`config.mk`:
```
export PLATFORM = sky130hd
export DESIGN_NAME = stc_payload_sched
export DESIGN_NICKNAME = d
export VERILOG_FILES = /design/src/rtl/stc_pkg.sv /design/src/rtl/stc_bit_fifo.sv /design/src/rtl/stc_payload_sched.sv
export SDC_FILE = /design/constraint.sdc
export NUM_CORES = 1
export LEC_CHECK = 0
export CORE_MARGIN = 2
export CORE_UTILIZATION = 50
export DETAILED_ROUTE_END_ITERATION = 8
export GPL_ROUTABILITY_DRIVEN = 0
export PLACE_DENSITY = 0.76
export SLEW_MARGIN = 0
export SYNTH_ARGS = -nofsm -noshare
export SYNTH_HDL_FRONTEND = slang
export SYNTH_SLANG_ARGS = --single-unit
```
`constraint.sdc`:
```
create_clock -name clk -period 3.15 [get_ports clk]
set_input_delay 0.4725 -clock clk [delete_from_list [all_inputs] [get_ports clk]]
set_output_delay 0.4725 -clock clk [all_outputs]
set_load 0.005 [all_outputs]
```
`src/rtl/stc_pkg.sv`:
```
// Shared constants, source/state enums and the PN15 step function for the
// STC payload scheduler.
package stc_pkg;

  localparam int          STC_GROUP_BITS = 4;
  localparam int          STC_FIFO_DEPTH = 8;
  localparam logic [14:0] STC_PN_SEED    = 15'h7FFF;
  localparam int          STC_PN_TAP_A   = 14;
  localparam int          STC_PN_TAP_B   = 13;

  typedef enum logic {
    SRC_FILL = 1'b0,
    SRC_DATA = 1'b1
  } stc_src_e;

  typedef enum logic [1:0] {
    ST_IDLE = 2'd0,
    ST_FILL = 2'd1,
    ST_DATA = 2'd2
  } stc_state_e;

  // x^15 + x^14 + 1, output taken from bit 14 before the shift
  function automatic logic [14:0] pnStep(input logic [14:0] pn);
    return {pn[13:0], pn[STC_PN_TAP_A] ^ pn[STC_PN_TAP_B]};
  endfunction

endpackage

```
`src/rtl/stc_bit_fifo.sv`:
```
// 8-deep 1-bit FIFO with push/pop/head/count; pointers and count are
// cleared by the asynchronous reset.
module stc_bit_fifo
  import stc_pkg::*;
(
  input  logic       clk,
  input  logic       reset,
  input  logic       push_i,
  input  logic       pushBit_i,
  input  logic       pop_i,
  output logic       head_o,
  output logic [3:0] count_o
);

  localparam int PTR_W = $clog2(STC_FIFO_DEPTH);

  logic             mem_q [STC_FIFO_DEPTH];
  logic [PTR_W-1:0] wrPtr_q, wrPtr_d;
  logic [PTR_W-1:0] rdPtr_q, rdPtr_d;
  logic [3:0]       count_q, count_d;
  logic             pushOk, popOk;

  // Guards keep the pointers consistent even if a caller misbehaves.
  assign pushOk = push_i && (count_q < 4'(STC_FIFO_DEPTH));
  assign popOk  = pop_i && (count_q != 4'd0);

  always_comb begin
    wrPtr_d = wrPtr_q;
    rdPtr_d = rdPtr_q;
    count_d = count_q;
    if (pushOk) wrPtr_d = PTR_W'(wrPtr_q + 1);
    if (popOk)  rdPtr_d = PTR_W'(rdPtr_q + 1);
    if (pushOk && !popOk)      count_d = count_q + 4'd1;
    else if (!pushOk && popOk) count_d = count_q - 4'd1;
  end

  always_ff @(posedge clk or posedge reset) begin
    if (reset) begin
      wrPtr_q <= '0;
      rdPtr_q <= '0;
      count_q <= '0;
    end else begin
      wrPtr_q <= wrPtr_d;
      rdPtr_q <= rdPtr_d;
      count_q <= count_d;
    end
  end

  // Storage needs no reset: the count alone defines which entries are valid.
  always_ff @(posedge clk) begin
    if (pushOk) mem_q[wrPtr_q] <= pushBit_i;
  end

  assign head_o  = mem_q[rdPtr_q];
  assign count_o = count_q;

endmodule

```
`src/rtl/stc_payload_sched.sv`:
```
// STC payload scheduler: chooses user data or PN15 fill per 4-bit STC group.
// Optional saturating fill-group statistics enabled by STC_SCHED_STATS_EN.
module stc_payload_sched
  import stc_pkg::*;
(
  input  logic        clk,
  input  logic        reset,
  input  logic        clkEn,
  input  logic        enable,
  input  logic        srcBit,
  input  logic        srcValid,
  output logic        srcReady,
  input  logic        payloadBitEn,
  output logic        payloadBit,
  output logic        fillActive,
  output logic [3:0]  fifoCount,
  output logic [15:0] fillGroups
);

  localparam int IDX_W = $clog2(STC_GROUP_BITS);

  stc_state_e       state_q, state_d;
  stc_src_e         grpSel_q, grpSel_d;
  logic [IDX_W-1:0] bitIdx_q, bitIdx_d;
  logic [14:0]      pn_q, pn_d;
  logic             fillActive_q, fillActive_d;

  logic     consume, groupStart, launch, push, pop, fifoHead;
  stc_src_e decideSrc, effSrc;

  assign consume    = clkEn & payloadBitEn;
  assign groupStart = (bitIdx_q == '0);
  assign launch     = consume && (groupStart || state_q == ST_IDLE);
  assign srcReady   = (fifoCount < 4'(STC_FIFO_DEPTH));
  assign push       = srcValid & srcReady;

  // A full group must already be buffered, so a DATA group cannot underflow.
  assign decideSrc = (enable && fifoCount >= 4'(STC_GROUP_BITS)) ? SRC_DATA : SRC_FILL;
  assign effSrc    = groupStart ? decideSrc : grpSel_q;
  assign pop       = consume && (effSrc == SRC_DATA);

  assign payloadBit = (effSrc == SRC_DATA) ? fifoHead : pn_q[STC_PN_TAP_A];
  assign fillActive = fillActive_q;

  stc_bit_fifo u_fifo (
    .clk       (clk),
    .reset     (reset),
    .push_i    (push),
    .pushBit_i (srcBit),
    .pop_i     (pop),
    .head_o    (fifoHead),
    .count_o   (fifoCount)
  );

  always_comb begin
    state_d      = state_q;
    grpSel_d     = grpSel_q;
    bitIdx_d     = bitIdx_q;
    pn_d         = pn_q;
    fillActive_d = fillActive_q;

    if (consume) begin
      bitIdx_d = IDX_W'(bitIdx_q + 1);
      if (effSrc == SRC_FILL) pn_d = pnStep(pn_q);
    end

    unique case (state_q)
      ST_IDLE, ST_FILL, ST_DATA: begin
        if (launch) begin
          state_d      = (decideSrc == SRC_DATA) ? ST_DATA : ST_FILL;
          grpSel_d     = decideSrc;
          fillActive_d = (decideSrc == SRC_FILL);
        end
      end
      default: state_d = ST_IDLE;
    endcase
  end

  always_ff @(posedge clk or posedge reset) begin
    if (reset) begin
      state_q      <= ST_IDLE;
      grpSel_q     <= SRC_FILL;
      bitIdx_q     <= '0;
      pn_q         <= STC_PN_SEED;
      fillActive_q <= 1'b1;
    end else begin
      state_q      <= state_d;
      grpSel_q     <= grpSel_d;
      bitIdx_q     <= bitIdx_d;
      pn_q         <= pn_d;
      fillActive_q <= fillActive_d;
    end
  end

`ifdef STC_SCHED_STATS_EN
  logic [15:0] fillGroups_q;

  always_ff @(posedge clk or posedge reset) begin
    if (reset) begin
      fillGroups_q <= '0;
    end else if (launch && decideSrc == SRC_FILL && fillGroups_q != 16'hFFFF) begin
      fillGroups_q <= fillGroups_q + 16'd1;
    end
  end

  assign fillGroups = fillGroups_q;
`else
  assign fillGroups = 16'h0000;
`endif

  noEmptyPop: assert property (@(posedge clk) disable iff (reset) !(pop && fifoCount == 4'd0));

endmodule

```
==> results of run 1 <==
-- per-stage QoR --
step	cell area, um^2	utilization	setup WS [ns]	total power, mW
floorplan	2051	-	0.3411	1.241
global placement	2142	0.5722	0.1805	1.398
detailed placement	2142	0.5722	0.04492	1.444
CTS	2226	0.5946	0.2741	1.768
global route	2227	0.5949	0.07661	1.898
finish	2227	0.5949	0.3477	1.752
-- power by group through the flow --
stage | sequential (mW) | clock [mW] | combinational (mW)
final | 0.782 | 0.316 | 0.655
after global routing | 0.805 | 0.353 | 0.739
after floorplan | 0.747 | 0 | 0.494
after detailed placement | 0.789 | 0 | 0.654
after global placement | 0.778 | 0 | 0.621
after CTS | 0.782 | 0.326 | 0.659
-- registers in the layout, summed over array words and instances, names as in the netlist --
name            count
fillActive          1
u_fifo.mem_q        8
pn_q               15
bitIdx_q            2
u_fifo.count_o      4
state_q             2
grpSel_q            1
u_fifo.rdPtr_q      3
u_fifo.wrPtr_q      3
-- how the worst max path moves through the flow --
stage                     depth (start not counted)   startpoint  slack, ns           endpoint
after global routing                             12  bitIdx_q[0]       0.08  u_fifo.count_o[3]
final                                            12  bitIdx_q[0]       0.35  u_fifo.count_o[3]
after floorplan                                  12  bitIdx_q[0]       0.34  u_fifo.count_o[3]
after CTS                                        12  bitIdx_q[0]       0.27  u_fifo.count_o[3]
after global placement                           11       enable       0.18  u_fifo.count_o[3]
after detailed placement                         11       enable       0.04  u_fifo.count_o[3]
-- metal layers --
| metal | up-vias | global-route usage | share of wire |
|---|---|---|---|
| met5 | - | 0 | 0 |
| met4 | 0 | 0.06888 | 0.0090 |
| met3 | 4 | 0.05167 | 0.038 |
| met2 | 21 | 0.2809 | 0.52 |
| met1 | 556 | 0.1882 | 0.43 |
| li1 | 546 | - | - |
-- cell families after synthesis --
| group | count (synthesis) | share of synthesized area |
|---|---|---|
| simple gates | 30 | 0.07779 |
| compound gates | 16 | 0.05897 |
| mux | 26 | 0.1688 |
| xor+xnor | 8 | 0.03513 |
| buf+inv | 27 | 0.08532 |
| other cells | 1 | 0.001880 |
| fa+ha+maj | 8 | 0.05270 |
| flops | 39 | 0.5194 |
-- layout make-up --
cell class,instances,area [um^2]
timing repair buffer,19,175.2
tap,48,60.06
fill,321,1516
clock buffer,5,68.82
inverter,7,26.28
sequential,39,1036
multi-input combinational,104,845.8
clock inverter,3,15.01
-- worst reg2reg max path, stage by stage (launching register included) --
cell	delay (ns)
dfrtp_1	0.37
inv_1	0.05
ha_1	0.26
nand2b_1	0.20
a211oi_2	0.24
inv_1	0.06
ha_1	0.23
inv_1	0.08
ha_1	0.22
a21o_1	0.20
a2111oi_1	0.38
a31oi_1	0.07
a221o_1	0.32
-- synth_stat cells --
cell,instances,area [um^2]
a21o_1,1,7.510
edfxtp_1,8,240.2
o21ai_0,3,15.01
o32ai_1,2,17.52
mux4_2,1,22.52
mux2_4,10,150.1
dfrtp_1,15,375.4
xor2_1,3,26.28
nand3_1,1,5.000
o211ai_2,1,12.51
mux2_2,11,123.9
nand2_1,7,26.28
a21oi_1,4,20.02
nand3_4,1,17.52
nor3_1,3,15.01
inv_1,7,26.28
nand2b_1,4,25.02
buf_6,1,11.26
a2111oi_0,1,8.760
a211oi_2,1,12.51
ha_1,6,75.07
conb_1,1,3.750
and2b_1,1,7.510
a31oi_1,1,6.260
mux2i_1,4,40.04
buf_4,16,120.1
and2_4,1,8.760
dfstp_2,16,420.4
buf_2,1,5.000
maj3_1,1,10.01
nor2_1,10,37.54
a221o_1,1,10.01
clkbuf_1,2,7.510
xnor2_1,5,43.79
nor4_1,2,12.51
o21a_1,1,7.510
fa_1,1,20.02
==> metrics.md, run 1 <==
| Metric | Value |
|---|---|
| Comb pwr share | `0.374` |
| Endpoints failing setup | `0` |
| Post-Syn Instances | `155` |
| Initial antenna violation count | `0` |
| Cts hold-fix bufs | `0` |
| H-tree depth | `2` |
| Clock Sink Count | `39` |
| Chip height | `67.16 um` |
| Unrepaired setup endpoints after global routing | `false` |
| Worst Path Arrival | `2.98 ns` |
| Final Skew | `approximately 0.0036 ns` |
| #FFs+latches synth | `39` |
| # nets final | `190` |
| GRT overflow | `0` |
| Vias per cell | `5.009` |
| DRT iter0 DRCs | `22` |
| Total power density per cell area | `approximately 790 mW/mm^2` |
| CP Cell Sequence | `inv_1 > ha_1 > nand2b_1 > a211oi_2 > inv_1 > ha_1 > inv_1 > ha_1 > a21o_1 > a2111oi_1 > a31oi_1 > a221o_1` |
| Reg2reg end | `u_fifo.count_o[3]` |
| CTS clock-pin slew for the worst setup and hold paths | `0.07 ns` |
| Clock power frac | `0.180` |
| Root Driver | `clkbuf_8` |
| Inst Count DP | `roughly 220` |
| WP buf/inv | `3` |
| Total number of vias | `between 1,000 and 1,500` |
| Slowest-stage cell, CP | `a2111oi_1` |
| DR pass1 iterations | `4` |
| Overall routed net length | `3005 um` |
| Die X | `67.16 um` |
| Port-buffer cells | `13` |
| Yosys cell types | `37` |
| Crit-path leading delay family | `compound AO/OA/AOI/OAI gates` |
| Hold depth | `1` |
| Mapped Avg Cell Area | `12.87 um^2` |
| Mapped cell area | `0.001994 mm^2` |
| Final period utilization | `0.8896` |
| Most frequent cells in the layout | `conb_1, dfstp_2, dfrtp_1` |
| Post-CTS Resized | `0` |
| Pin count of the biggest net entering global routing | `22` |
| Hold slack | `0.4851 ns` |
| Cts bufs inserted | `5` |
| Post-DP HPWL | `2224 um` |
| Starting density of the core | `0.5328` |
| Worst VDD drop | `0.6127 mV` |
| Vias in the first global route | `about 1,200` |
| Post-CTS Setup Inserts | `0` |
| DRC | `0` |
| LEAKAGE | `0.9523 nW` |
| Register area share after synthesis | `0.5194` |
| Setup TNS | `0 ns` |
| Kind of critical path | `reg2reg` |
| Sw frac | `0.3400` |
| Row count | `22` |
| Die ar. | `0.004510 mm^2` |
| Max Fclk | `roughly 360 MHz` |
| Required time of the critical path | `3.33 ns` |
| Longest Clk Path Bufs | `2` |
| Status | `finished, final reports clean` |
| Final Hold Vio Count | `0` |
| Sequential Power Share | `0.446` |
| Core Box Area | `0.003744 mm^2` |
| Worst skew pair latency | `0.29 ns` |
| Global-route wire length before repair | `5423 um` |
| Worst-path fanout max | `4` |
| Area growth, synth to finish | `11.67%` |
| Hold Crit Class | `reg2reg` |
| CTS tree | `yes` |
| Antenna Diode Count | `0` |
| R2R Setup Slk | `0.35 ns` |
| Hold wc startpoint | `bitIdx_q[0]` |
| Hold endpoint | `bitIdx_q[0]` |
| R2R cell count | `12` |
| Startpoint Class | `flop` |
| Crit end category | `flop` |
| Max cap viols | `0` |
| Slew Viols, Final | `0` |
| Non-filler cells, final | `225` |
| GRT Total Usage | `0.1636` |
| Psw | `595.8 uW` |
| Antenna-violating nets left | `0` |
| Routed length per instance | `13.36 um` |
| Critical Path Max Stage Delay | `0.38 ns` |
| Actual slew at the worst max-slew pin | `0.7929 ns` |
| Share of cells above drive strength 1 | `0.3051` |
| Reg2Reg Launch Point | `bitIdx_q[0]` |
| Warnings from Yosys | `0` |
| Rel. slew slack | `0.4708` |
| IO Pins | `30` |
| Internal Power | `around 1.2 mW` |
| Min Tclk post-route | `2.802 ns` |
No activity file was read; power rests on OpenSTA's default activity.
==> inputs of run 2 (changes only) <==
--- a/config.mk
+++ b/config.mk
@@ -5,11 +5,13 @@
 export SDC_FILE = /design/constraint.sdc
 export NUM_CORES = 1
 export LEC_CHECK = 0
+export CELL_PAD_IN_SITES_DETAIL_PLACEMENT = 1
+export CELL_PAD_IN_SITES_GLOBAL_PLACEMENT = 1
 export CORE_MARGIN = 2
-export CORE_UTILIZATION = 50
+export CORE_UTILIZATION = 43
 export DETAILED_ROUTE_END_ITERATION = 8
 export GPL_ROUTABILITY_DRIVEN = 0
-export PLACE_DENSITY = 0.76
+export PLACE_DENSITY = 0.79
 export SLEW_MARGIN = 0
 export SYNTH_ARGS = -nofsm -noshare
 export SYNTH_HDL_FRONTEND = slang
==> run 2 against run 1 <==
Global-route usage down 1.3 points. Worst hold slack worse by 0.012 ns. Largest power group unchanged. Final cell count up 1.8%. Total power up 1.0%. Combinational power up 2%. Design area unchanged. Worst setup slack worse by 0.13 ns. Clock skew up 0.0014 ns.
==> metrics.md, run 2 (same netlist as run 1, synthesis figures left out) <==
| Metric | Value |
|---|---|
| Worst setup margin | `0.2216 ns` |
| Unrepaired setup endpoints after global routing | `false` |
| Final Skew | `0.005082 ns` |
| Area growth, synth to finish | `11.67%` |
| Total number of vias | `1,153` |
| Slew Viols, Final | `0` |
| Actual slew at the worst max-slew pin | `0.6553 ns` |
| CTS clock-pin slew for the worst setup and hold paths | `0.07 ns` |
| Share of cells above drive strength 1 | `0.2994` |
| Vias per cell | `about 5.0` |
| DRT iter0 DRCs | `19` |
| R2R Setup Slk | `0.22 ns` |
| IO Pins | `30` |
| Setup TNS | `0 ns` |
| Antenna-violating nets left | `0` |
| Hold Crit Class | `reg2reg` |
| GRT overflow | `0` |
| Storage cell area | `0.001036 mm^2` |
| LEAKAGE | `0.9533 nW` |
| CP startpoint | `bitIdx_q[0]` |
| CTS tree | `yes` |
| Max cap viols | `0` |
| Filler instances | `468` |
| Max Fclk | `roughly 340 MHz` |
| Post-CTS Setup Inserts | `0` |
| Kind of critical path | `reg2reg` |
| R2R cell count | `12` |
| Overall routed net length | `3435 um` |
| Reg2Reg Launch Point | `bitIdx_q[0]` |
| Min Tclk post-route | `2.928 ns` |
| Worst-path fanout max | `4` |
| Global-route wire length before repair | `5940 um` |
| GRT Total Usage | `0.1508` |
| Post-CTS Resized | `0` |
| Vias in the first global route | `~1,300` |
| Initial antenna violation count | `0` |
| Worst skew pair latency | `between 0.2 and 0.3 ns` |
| Pin count of the biggest net entering global routing | `18` |
| Cts hold-fix bufs | `0` |
| Footprint of the multi-input gates | `844.6 um^2` |
| Required time of the critical path | `~3.3 ns` |
| Cts bufs inserted | `5` |
| DRC | `0` |
| Most frequent cells in the layout | `conb_1, dfstp_2, dfrtp_1` |
| Die X | `72.11 um` |
| Row count | `24` |
| Final period utilization | `0.9297` |
| Final Hold Vio Count | `0` |
| Max reg flops | `15` |
| # nets final | `190` |
| Worst VDD drop | `0.4245 mV` |
| Crit end category | `flop` |
| Routed length per instance | `15.00 um` |
| Chip height | `between 70 and 80 um` |
| Status | `finished, final reports clean` |
| Clock Sink Count | `39` |
| Root Driver | `clkbuf_8` |
| Post-DP HPWL | `about 2600 um` |
| Port-buffer cells | `13` |
| Total power density per cell area | `794.8 mW/mm^2` |
| Endpoints failing setup | `0` |
| Critical Path End | `u_fifo.count_o[3]` |
| Antenna Diode Count | `0` |
| DR pass1 iterations | `4` |
| Die ar. | `0.005199 mm^2` |
| Largest Register | `pn_q` |
| Core Box Area | `0.004414 mm^2` |
| Startpoint Class | `flop` |
| H-tree depth | `2` |
| Longest Clk Path Bufs | `2` |
| Starting density of the core | `0.4518` |
| Pre-CTS setup slack | `-0.01798 ns` |
| Worst Path Arrival | `3.10 ns` |
| Reg2reg end | `u_fifo.count_o[3]` |
| Rel. slew slack | `0.5626` |
## run 2: cell count changes in the layout (fill, tap and decap cells not counted), sizes merged
cell      before  now
clkbuf         5    6
clkinvlp       1    0
## run 2: per-stage QoR
step                      area (um^2)  total power [mW]    util  hold slack (ns)  cells
final                            2227             1.770  0.5045           0.4727    229
after CTS                        2227             1.800  0.5045           0.4793    229
after detailed placement         2147             1.476  0.4864           0.4699    221
after global placement           2147             1.403  0.4864           0.4634    221
after global routing             2227             1.910  0.5045           0.5142    229
after floorplan                  2051             1.241       -           0.4465    170
## run 2: worst max-delay path: stages (launching register included)
cell and delay (ns):
dfrtp_1 0.36, inv_1 0.06, ha_1 0.25, nand2b_1 0.19, a211oi_2 0.25, inv_1 0.07
ha_1 0.23, inv_1 0.09, ha_1 0.23, a21o_1 0.21, a2111oi_0 0.47, a31oi_1 0.09
a221o_1 0.32
## run 2: worst min path at each step
stage	startpoint	cells past startpoint	end	slack [ns]
2_1_floorplan	bitIdx_q[0]	1	bitIdx_q[0]	0.45
3_3_place_gp	bitIdx_q[0]	1	bitIdx_q[0]	0.46
3_5_place_dp	bitIdx_q[0]	1	bitIdx_q[0]	0.47
4_1_cts	bitIdx_q[0]	1	bitIdx_q[0]	0.48
5_1_grt	bitIdx_q[0]	1	bitIdx_q[0]	0.51
6_report	bitIdx_q[0]	1	bitIdx_q[0]	0.47
## run 2: routing by layer
metal | wire (um) | global-route usage | up-vias
met2 | 1889 | 0.2630 | 19
met5 | 0 | 0 | -
met3 | 112 | 0.03333 | 6
met1 | 1380 | 0.1763 | 579
li1 | - | - | 549
met4 | 53 | 0.06918 | 0
## run 2: final cells by class
cell class	count	area share
timing repair buffer	19	0.07865
multi-input combinational	104	0.3792
clock buffer	6	0.03258
inverter	7	0.01180
clock inverter	2	0.003371
tap	52	0.02921
sequential	39	0.4652
## run 2: power breakdown
group / switching [mW] / internal [mW]
clock: 0.161 / 0.151
combinational: 0.302 / 0.369
sequential: 0.149 / 0.638
==> inputs of run 3 (changes only) <==
--- a/config.mk
+++ b/config.mk
@@ -9,9 +9,11 @@
 export CELL_PAD_IN_SITES_GLOBAL_PLACEMENT = 1
 export CORE_MARGIN = 2
 export CORE_UTILIZATION = 43
+export CTS_CLUSTER_DIAMETER = 80
 export DETAILED_ROUTE_END_ITERATION = 8
 export GPL_ROUTABILITY_DRIVEN = 0
 export PLACE_DENSITY = 0.79
+export REMOVE_ABC_BUFFERS = 1
 export SLEW_MARGIN = 0
 export SYNTH_ARGS = -nofsm -noshare
 export SYNTH_HDL_FRONTEND = slang
==> run 3 against run 2 <==
Clock skew fell by 0.0029 ns. Sequential power barely moved. Die area did not move. Largest power group unchanged. Total power rose by 10%. Via count rose by 1.4%. Highest routed layer unchanged.
==> metrics.md, run 3 (same netlist as run 1, synthesis figures left out) <==
| Metric | Value |
|---|---|
| Status | `finished, final reports clean` |
| Actual slew at the worst max-slew pin | `just under 1 ns` |
| DRT iter0 DRCs | `35` |
| Post-CTS Setup Inserts | `0` |
| Worst-path fanout max | `4` |
| Final period utilization | `0.9387` |
| Vias per cell | `approximately 5` |
| R2R cell count | `12` |
| Slew Viols, Final | `0` |
| CP startpoint | `bitIdx_q[0]` |
| Clock Sink Count | `39` |
| Area growth, synth to finish | `14.37%` |
| Hold depth | `1` |
| Pre-CTS setup slack | `-0.01181 ns` |
| CTS tree | `yes` |
| Overall Power | `around 2 mW` |
| Most frequent cells in the layout | `conb_1, dfstp_2, dfrtp_1` |
| Chip height | `72.11 um` |
| Required time of the critical path | `3.33 ns` |
| Endpoints failing setup | `0` |
| Slowest-stage cell, CP | `a2111oi_1` |
| Kind of critical path | `reg2reg` |
| Antenna-violating nets left | `0` |
| Root Driver | `clkbuf_8` |
| IO Pins | `30` |
| Hold slack | `0.4748 ns` |
| Longest Clk Path Bufs | `2` |
| DRC | `0` |
| Final Skew | `between 0.002 and 0.0025 ns` |
| Routed length per instance | `between 15 and 20 um` |
| Worst skew pair latency | `slightly below 0.3 ns` |
| CP Cell Sequence | `inv_1 > ha_1 > nand2b_1 > a211oi_2 > inv_1 > ha_1 > inv_1 > ha_1 > a21o_1 > a2111oi_1 > a31oi_1 > a221o_1` |
| Unrepaired setup endpoints after global routing | `false` |
| Non-filler cells, final | `about 230` |
| Core Box Area | `0.004414 mm^2` |
| Placed inst area | `0.002147 mm^2` |
| Port-buffer cells | `13` |
| Cts hold-fix bufs | `0` |
| # nets final | `190` |
| LEAKAGE | `0.9784 nW` |
| CTS clock-pin slew for the worst setup and hold paths | `0.07 ns` |
| Total power density per cell area | `855.7 mW/mm^2` |
| Reg2reg end | `u_fifo.count_o[3]` |
| Reg2Reg Launch Point | `bitIdx_q[0]` |
| Starting density of the core | `0.4518` |
| Max reg flops | `15` |
| Hold Crit Class | `reg2reg` |
| Initial antenna violation count | `0` |
| Min Tclk post-route | `2.957 ns` |
| Row count | `24` |
| Post-DP HPWL | `2657 um` |
| Die X | `72.11 um` |
| Global-route wire length before repair | `6272 um` |
| Share of cells above drive strength 1 | `0.3107` |
| Crit end category | `flop` |
| R2R Setup Slk | `0.19 ns` |
| Inst Count DP | `221` |
| Vias in the first global route | `1,319` |
| Critical Path Max Stage Delay | `approximately 0.47 ns` |
| Overall routed net length | `3506 um` |
| Largest Register | `pn_q` |
| GRT Total Usage | `0.1596` |
| Hold wc startpoint | `bitIdx_q[0]` |
| Startpoint Class | `flop` |
| GRT overflow | `0` |
| Antenna Diode Count | `0` |
| Max Fclk | `roughly 340 MHz` |
| Worst Path Arrival | `between 3 and 4 ns` |
| Rel. slew slack | `0.3440` |
| Worst setup margin | `between 0.15 and 0.2 ns` |
| Total number of vias | `1,169` |
| Final design area excluding fillers | `0.002281 mm^2` |
| DR pass1 iterations | `2` |
| Die ar. | `0.005199 mm^2` |
| Max cap viols | `0` |
| Worst VDD drop | `0.4330 mV` |
| H-tree depth | `2` |
| Cts bufs inserted | `5` |
| Final Hold Vio Count | `0` |
| Pin count of the biggest net entering global routing | `27` |
| Hold endpoint | `bitIdx_q[0]` |
## run 3: cell types whose count changed in the layout (fill, tap and decap cells not counted)
cell / change
a2111oi_0: -1
clkinv_1: -2
bufinv_16: +2
a2111oi_1: +1
## run 3: report_power, final
group          total, mW  switching [mW]  internal [mW]
Combinational      0.682           0.309          0.372
Clock              0.486           0.170          0.316
Sequential         0.784           0.146          0.638
## run 3: layer usage
metal | up-vias | GRT usage | wire length, um
li1 | 551 | - | -
met1 | 584 | 0.1780 | 1409
met2 | 28 | 0.2844 | 1900
met3 | 6 | 0.05139 | 162
met4 | 0 | 0.05660 | 33
met5 | - | 0 | 0
## run 3: repair_timing
item,4_1_cts,5_1_grt
gates resized for setup,0,1
hold endpoints to repair,0,0
setup endpoints to repair,0,1
## run 3: cell type report
class                   count  area, um^2
clock buffers               6       72.57
repair buffers             19       175.2
multi-input cells         104       845.8
well taps                  52       65.06
fillers                   465        2133
flip-flops and latches     39        1036
clock inverters             2       60.06
inverters                   7       26.28
## run 3: stage by stage
step                      setup TNS (ns)    util
after CTS                              0  0.5164
after global routing                   0  0.5167
after global placement                 0  0.4864
final                                  0  0.5167
after detailed placement        -0.01181  0.4864
after floorplan                        0       -
## run 3: worst max-delay path, delay by kind of cell (launching register included)
family	cells	cell delay [ns]
AND/OR/NAND/NOR	1	0.19
AO/OA/AOI/OAI	5	1.37
buffers and inverters	3	0.20
adder cells (fa/ha/maj)	3	0.71
flip-flops	1	0.37
## run 3: worst max-delay path by stage
stage / to / slack (ns) / depth (start not counted)
global route: u_fifo.count_o[3] / 0.02 / 12
CTS: u_fifo.count_o[3] / 0.20 / 12
floorplan: u_fifo.count_o[3] / 0.34 / 12
finish: u_fifo.count_o[3] / 0.19 / 12
detailed placement: u_fifo.count_o[3] / -0.01 / 11
global placement: u_fifo.count_o[3] / 0.18 / 11
